--- src/rtl/clint_timer.sv ---
// clint_timer: core-local interruptor holding msip, the 64-bit mtime and mtimecmp; drives IRQ3/IRQ7
//   clk, resetn          : clock, synchronous active-low reset
//   valid, sel           : bus request (held until ready) and CLINT window hit
//   addr, wstrb, wdata   : byte offset (bits [1:0] ignored), byte strobes (0 = read), write data
//   rdata, ready         : one-cycle response, rdata is 0 whenever ready is low
//   IRQ3, IRQ7           : machine software / timer interrupts
//   mtime                : live mtime for the time/timeh CSRs
module clint_timer #(
  parameter int unsigned PRESCALE = 1,
  parameter logic [63:0] MTIMECMP_INIT = 64'hFFFF_FFFF_FFFF_FFFF
) (
  input  logic        clk,
  input  logic        resetn,
  input  logic        valid,
  input  logic        sel,
  input  logic [15:0] addr,
  input  logic [3:0]  wstrb,
  input  logic [31:0] wdata,
  output logic [31:0] rdata,
  output logic        ready,
  output logic        IRQ3,
  output logic        IRQ7,
  output logic [63:0] mtime
);
  localparam logic [15:0] LAST = 16'(PRESCALE - 1);
  logic        r_msip;
  logic [63:0] r_mtime;
  logic [63:0] r_mtimecmp;
  logic [15:0] r_pre;
  logic        r_ready;
  logic [31:0] r_rdata;
  logic        r_irq7;
  logic        w_req;
  logic        w_wr;
  logic        w_tick;
  logic        w_msip_sel;
  logic        w_cmpl;
  logic        w_cmph;
  logic        w_timel;
  logic        w_timeh;
  logic [31:0] w_rd;
  logic [63:0] w_mtime_nxt;
  logic        w_unused;

  function automatic logic [31:0] merge(input logic [31:0] o, input logic [31:0] d, input logic [3:0] s);
    for (int i = 0; i < 4; i++) merge[8*i +: 8] = s[i] ? d[8*i +: 8] : o[8*i +: 8];
  endfunction

  // ready blocks a second request in the response cycle, giving one response per 2 cycles
  assign w_req      = valid & sel & ~r_ready;
  assign w_wr       = w_req & |wstrb;
  assign w_tick     = r_pre == LAST;
  assign w_msip_sel = addr[15:2] == 14'h0000;
  assign w_cmpl     = addr[15:2] == 14'h1000;
  assign w_cmph     = addr[15:2] == 14'h1001;
  assign w_timel    = addr[15:2] == 14'h2FFE;
  assign w_timeh    = addr[15:2] == 14'h2FFF;
  assign w_unused   = ^addr[1:0];

  always_comb
    w_rd = w_msip_sel ? {31'b0, r_msip} :
           w_cmpl     ? r_mtimecmp[31:0] :
           w_cmph     ? r_mtimecmp[63:32] :
           w_timel    ? r_mtime[31:0] :
           w_timeh    ? r_mtime[63:32] : 32'h0;

  // a bus write to either mtime word suppresses that cycle's increment entirely
  always_comb
    w_mtime_nxt = (w_wr & w_timel) ? {r_mtime[63:32], merge(r_mtime[31:0], wdata, wstrb)} :
                  (w_wr & w_timeh) ? {merge(r_mtime[63:32], wdata, wstrb), r_mtime[31:0]} :
                  r_mtime + {63'b0, w_tick};

  always_ff @(posedge clk) begin
    if (!resetn) begin
      r_msip     <= 1'b0;
      r_mtime    <= 64'h0;
      r_mtimecmp <= MTIMECMP_INIT;
      r_pre      <= 16'h0;
      r_ready    <= 1'b0;
      r_rdata    <= 32'h0;
      r_irq7     <= 1'b0;
    end else begin
      r_ready <= w_req;
      r_rdata <= (w_req & ~|wstrb) ? w_rd : 32'h0;
      r_pre   <= w_tick ? 16'h0 : r_pre + 16'h1;
      r_mtime <= w_mtime_nxt;
      r_irq7  <= r_mtime >= r_mtimecmp;
      if (w_wr & w_msip_sel & wstrb[0]) r_msip <= wdata[0];
      if (w_wr & w_cmpl) r_mtimecmp[31:0] <= merge(r_mtimecmp[31:0], wdata, wstrb);
      if (w_wr & w_cmph) r_mtimecmp[63:32] <= merge(r_mtimecmp[63:32], wdata, wstrb);
    end
  end

  assign rdata = r_rdata;
  assign ready = r_ready;
  assign IRQ3  = r_msip;
  assign IRQ7  = r_irq7;
  assign mtime = r_mtime;
endmodule

--- config.mk ---
export PLATFORM = sky130hd
export DESIGN_NAME = clint_timer
export DESIGN_NICKNAME = d
export VERILOG_FILES = /design/src/rtl/clint_timer.sv
export SDC_FILE = /design/constraint.sdc
export NUM_CORES = 1
export LEC_CHECK = 0
export ABC_AREA = 1
export BUFFER_PORTS_ARGS = -buffer_cell sky130_fd_sc_hd__buf_2
export CAP_MARGIN = 5
export CORE_UTILIZATION = 40
export DETAILED_ROUTE_END_ITERATION = 8
export PLACE_DENSITY = 0.67
export SYNTH_ARGS = -nofsm -noshare
export SYNTH_HDL_FRONTEND = slang
export SYNTH_SLANG_ARGS = --single-unit
--- constraint.sdc ---
create_clock -name clk -period 3.2 [get_ports clk]
set_clock_uncertainty 0.05 [all_clocks]
set_input_delay 0.16 -clock clk [delete_from_list [all_inputs] [get_ports clk]]
set_output_delay 0.16 -clock clk [all_outputs]
set_load 0.02 [all_outputs]
; ---- Word level (Yosys, flattened, before mapping)
; Cells that the tools add are included.
[word_totals]
elab_cells = 86
in_bits = 56
output_inout_bits = 99
register_bits = 179
[classes]
n_reduce_logical = 23
muxes = 11
n_bitwise = 14
eq_ne = 13
n_addsub = 2
n_lt_le_gt_ge = 1
[op_table]
columns = op, count
row1 = $mux 32, 5
row2 = $add 64x1->64, 1
row3 = $ge 64x64->1, 1
row4 = $mux 64, 1
row5 = $reduce_and 2->1, 17
row6 = $mux 8, 4
row7 = $eq 14x13->1 const B, 2
row8 = $eq 14x14->1 const B, 2
row9 = $ne 2x2->1 const B, 9
row10 = $add 16x1->16 const B, 1
row11 = $logic_not 16->1, 1
row12 = $logic_not 14->1, 1
row13 = $and 1x1->1, 10
row14 = $not 1->1, 4
row15 = $reduce_or 4->1, 1
row16 = $reduce_or 3->1, 1
row17 = $reduce_or 2->1, 1
row18 = $logic_not 1->1, 1
row19 = $mux 1, 1

; ---- Depth between registers and ports, before layout
[logic_depth]
word_depth = 6
mapped_depth = 19
ltp_nobuf = 19

; ---- Worst setup path after synthesis
; No wires, ideal clock.
[synth_path]
path_kind = reg2reg
startpoint = register r_pre[0]
endpoint = register r_mtime[36], in the netlist mtime[36]
arrival_time_ns = 2.335
required_time_ns = 3.034
path_stages_with_launch = 19
synth_period_minus_slack_ns = 2.500
setup_ns = 0.116
slack_ns = 0.700
path_buffers = 0
path_cell_list = dfxtp_1 > inv_1 > ha_1 > nor4b_1 > nand2_1 > nor2_1 > ha_1 > ha_1 > nand2_1 > nor2_1 > nand2_1 > nor2_4 > nand2_1 > inv_1 > nand2_1 > nand2_1 > nand2_1 > o21ai_1 > nor2_1
[synth_between]
elab_chain_len = 3
[synth_rtl]
columns = element, line
row1 = from (decl), 29  ; logic [15:0] r_pre;
row2 = from (signal assigned), 85  ; r_pre <= w_tick ? 16'h0 : r_pre + 16'h1;
row3 = $logic_not 16->1, 52  ; assign w_tick = r_pre == LAST;
row4 = $add 64x1->64, 71  ; r_mtime + {63'b0, w_tick};
row5 = $mux 64, 70  ; (w_wr & w_timeh) ? {merge(r_mtime[63:32], wdata, wstrb), r_mtime[31:0]} :
row6 = to (signal assigned), 86  ; r_mtime <= w_mtime_nxt;
row7 = to (decl), 27  ; logic [63:0] r_mtime;
; No other way between the ends. The select of a mux whose other input is x is not followed.
; A chain may end at the register's enable or synchronous reset.

; ---- Worst setup path in the final report
; Ends and elaborated chain as after synthesis.

==> results by group <==
Run status
  – Status: complete, no violations

Timing
  – Measured slew at the worst slew-check pin: 1.10 ns
  – RSZ-0062 raised after global routing: no
  – Final TNS setup: 0 ns
  – Period minus WS final: 2.99 ns
  – Tcrit/Tclk final: ~93%
  – Max Slew Vio Count: 0
  – Final Hold Vio Count: 0
  – F_max: roughly 330 MHz
  – Final setup fails: 0
  – Max_slew headroom: between 20% and 30%

Logic synthesis
  – Avg Cell Area, Syn: ~6.2 um2
  – Distinct cells, synth: 48
  – Register area share after synthesis: between 20 and 30%
  – Post-Syn Nets: 2051
  – #FFs+latches synth: around 180
  – Synthesized instance count: approximately 1900
  – Synth top area cells: dfxtp_1 30%, nand2_1 17%, nand3_1 8.5%
  – Syn Std Cell Area: between 10000 and 15000 um2
  – EDFF count, synth: 0
  – Primary FF master, synth: dfxtp_1
  – FFs w/ async S/R, synth: 0%
  – YS warnings: 0
  – Synth top area share: around 30%
  – Synth area leader: dfxtp_1

Job
  – MaxCap Viol Count: 0

Floorplan
  – Die Ht: 175 um
  – Die X: around 180 um
  – Initial Utilization: 40.6%
  – Full die area: 30700 um2
  – # IOs: 155
  – Rows: 63
  – CORE AREA: 29600 um2

Clock network
  – CTS tree: yes
  – Root buf cell: clkbuf_16
  – Htree depth: 4
  – Clock Sinks: 179
  – Cts bufs inserted: 17
  – CTS Buffer Depth: 2
  – Worst-path clk slew: 0.07 ns
  – Clock latency on the worst-skew pair: 0.45 ns

Critical path
  – Worst EP required: 3.49 ns
  – Worst Setup SP: r_pre[0]
  – Critical Path AT: between 3 and 4 ns
  – Kind of critical path: reg -> reg
  – Worst r2r src: r_pre[0]
  – Crit start category: flop
  – CP Capture Type: flop
  – Max FO, Critical Path: 4

Placement
  – GP Congestion: around 0.99
  – IO Port Bufs: 152
  – Area post-placement: 13400 um2
  – Final HPWL DP: 37500 um

Drt
  – Vias: 13800
  – Post-Route WL: between 40000 and 50000 um
  – Initial DRC count: 1442
  – Pre-Repair DR Iteration Count: 6
  – # DRC: 0
  – Vias/cell: 5.46
  – Post-DRT Antenna Nets: 0
  – Wire per inst: between 15 and 20 um

Global routing
  – First-pass GRT wire length: 72700 um
  – Vias in the first global route: ~13000
  – Initial antenna violation count: 0
  – Total grt overflow: 0
  – Total global-route track usage: 31.2%
  – Largest net degree at the start of global routing: 70

Final layout
  – Synth-to-Final Area Change: 18.5%
  – Share of layout cells above drive strength 1: 13.9%
  – Post-route cell area: 14200 um2
  – Fillers: between 3000 and 4000
  – Commonest non-fill, non-tap cell in the layout: nand2_1
  – Fin nets: 2242
  – # diodes: 0
  – Most frequent cells in the layout: 531 x nand2_1, 251 x nor2_1, 224 x inv_1

Min path
  – Min-delay worst type: in -> reg
  – Worst hold start: wdata[23]

Power
  – VDD IR max: 0.289 mV
  – Cell Pwr Density: 324 nW/um2
  – Static leakage: 0.00704 uW
  – Overall power: ~4600 uW
[metrics by stage]
step	worst slack [ns]	util, %	hold WS, ns	cells
2_1_floorplan	0.700	-	0.236	1927
3_3_place_gp	0.137	45.3	0.371	2465
3_5_place_dp	0.0943	45.3	0.378	2465
4_1_cts	0.0677	48.0	0.00651	2521
5_1_grt	0.00682	48.1	0.0234	2521
6_report	0.215	48.1	0.0223	2521
[final cells by class]
type	count	area [um2]	area share [%]
Timing Repair Buffer	230	1420	9.98
Sequential cell	179	3580	25.2
Clock inverter	14	150	1.06
Multi-Input combinational cell	1455	7270	51.1
Clock buffer	18	429	3.02
Inverter	235	885	6.22
Tap cell	390	488	3.43
[critical path: stages (launching register included)]
cell     delay (ns)
dfxtp_1        0.34
inv_1          0.06
ha_1           0.14
nor4b_2        0.18
nand2_1        0.12
nor2_2         0.19
ha_2           0.24
ha_1           0.21
nand2_1        0.08
nor2_1         0.19
buf_4          0.15
nand2_1        0.12
nor2_4         0.14
nand2_1        0.16
inv_2          0.14
nand2_1        0.08
nand2_1        0.08
nand2_1        0.05
o21ai_1        0.12
nor2_1         0.04
[cells in the mapped netlist, types with 4 or more instances]
library cell / instances
a21oi_1: 118
a31oi_1: 7
buf_1: 4
buf_2: 20
buf_4: 4
buf_6: 4
clkbuf_1: 26
dfxtp_1: 179
ha_1: 68
inv_1: 225
inv_2: 9
nand2_1: 531
nand2_2: 7
nand3_1: 204
nand3_2: 4
nand3b_1: 5
nand4_1: 24
nor2_1: 252
nor2_2: 12
nor3_1: 23
nor3b_1: 6
o2111ai_1: 8
o211ai_1: 26
o21ai_0: 72
o21ai_1: 28
o21ai_2: 7
o22ai_1: 9
xnor2_1: 6
xor2_1: 11
[flip-flops by register name (all words and copies together), names as in the netlist]
signal      count
IRQ3            1
IRQ7            1
mtime          64
r_mtimecmp     64
r_pre          16
rdata          32
ready           1
[path summary, 6_finish.rpt]
kind         depth (start not counted)  slack, ns        endpoint
max                                 19       0.21       mtime[36]
min reg2reg                          2       0.41  r_mtimecmp[52]
min                                  3       0.02  r_mtimecmp[23]
max reg2reg                         19       0.21       mtime[36]
[report_power, final]
part	internal, uW	switching, uW	total, uW
clock network	1100	1040	2140
logic	73.5	149	223
registers	2230	7.34	2240
[per-layer routing]
metal | wire length, um | up-vias | GRT usage (%) | share of wire [%]
li1 | - | 6656 | - | -
met1 | 21300 | 6409 | 42.9 | 44
met2 | 21000 | 615 | 48.6 | 44
met3 | 4400 | 74 | 5.98 | 9.1
met4 | 1410 | 0 | 10.8 | 2.9
met5 | 0 | - | 0 | 0
[repair_timing]
item | CTS | global route
buffers inserted | 0 | 0
setup endpoints to repair | 0 | 26
hold endpoints to repair | 45 | 0
gates resized for setup | 0 | 6
hold buffers | 24 | 0
[logic make-up (layout without fill, tap and decap cells)]
family | after synthesis | after routing | share of synthesized area [%]
AOI/OAI and AO/OA | 282 | 282 | 13.1
and+or+nand+nor | 1088 | 1088 | 38.9
buffers and inverters | 293 | 497 | 9.77
DFF | 179 | 179 | 29.9
xor gates and xnor gates | 17 | 17 | 1.24
adders and majority gates | 68 | 68 | 7.09
(Power assumes the default switching activity.)
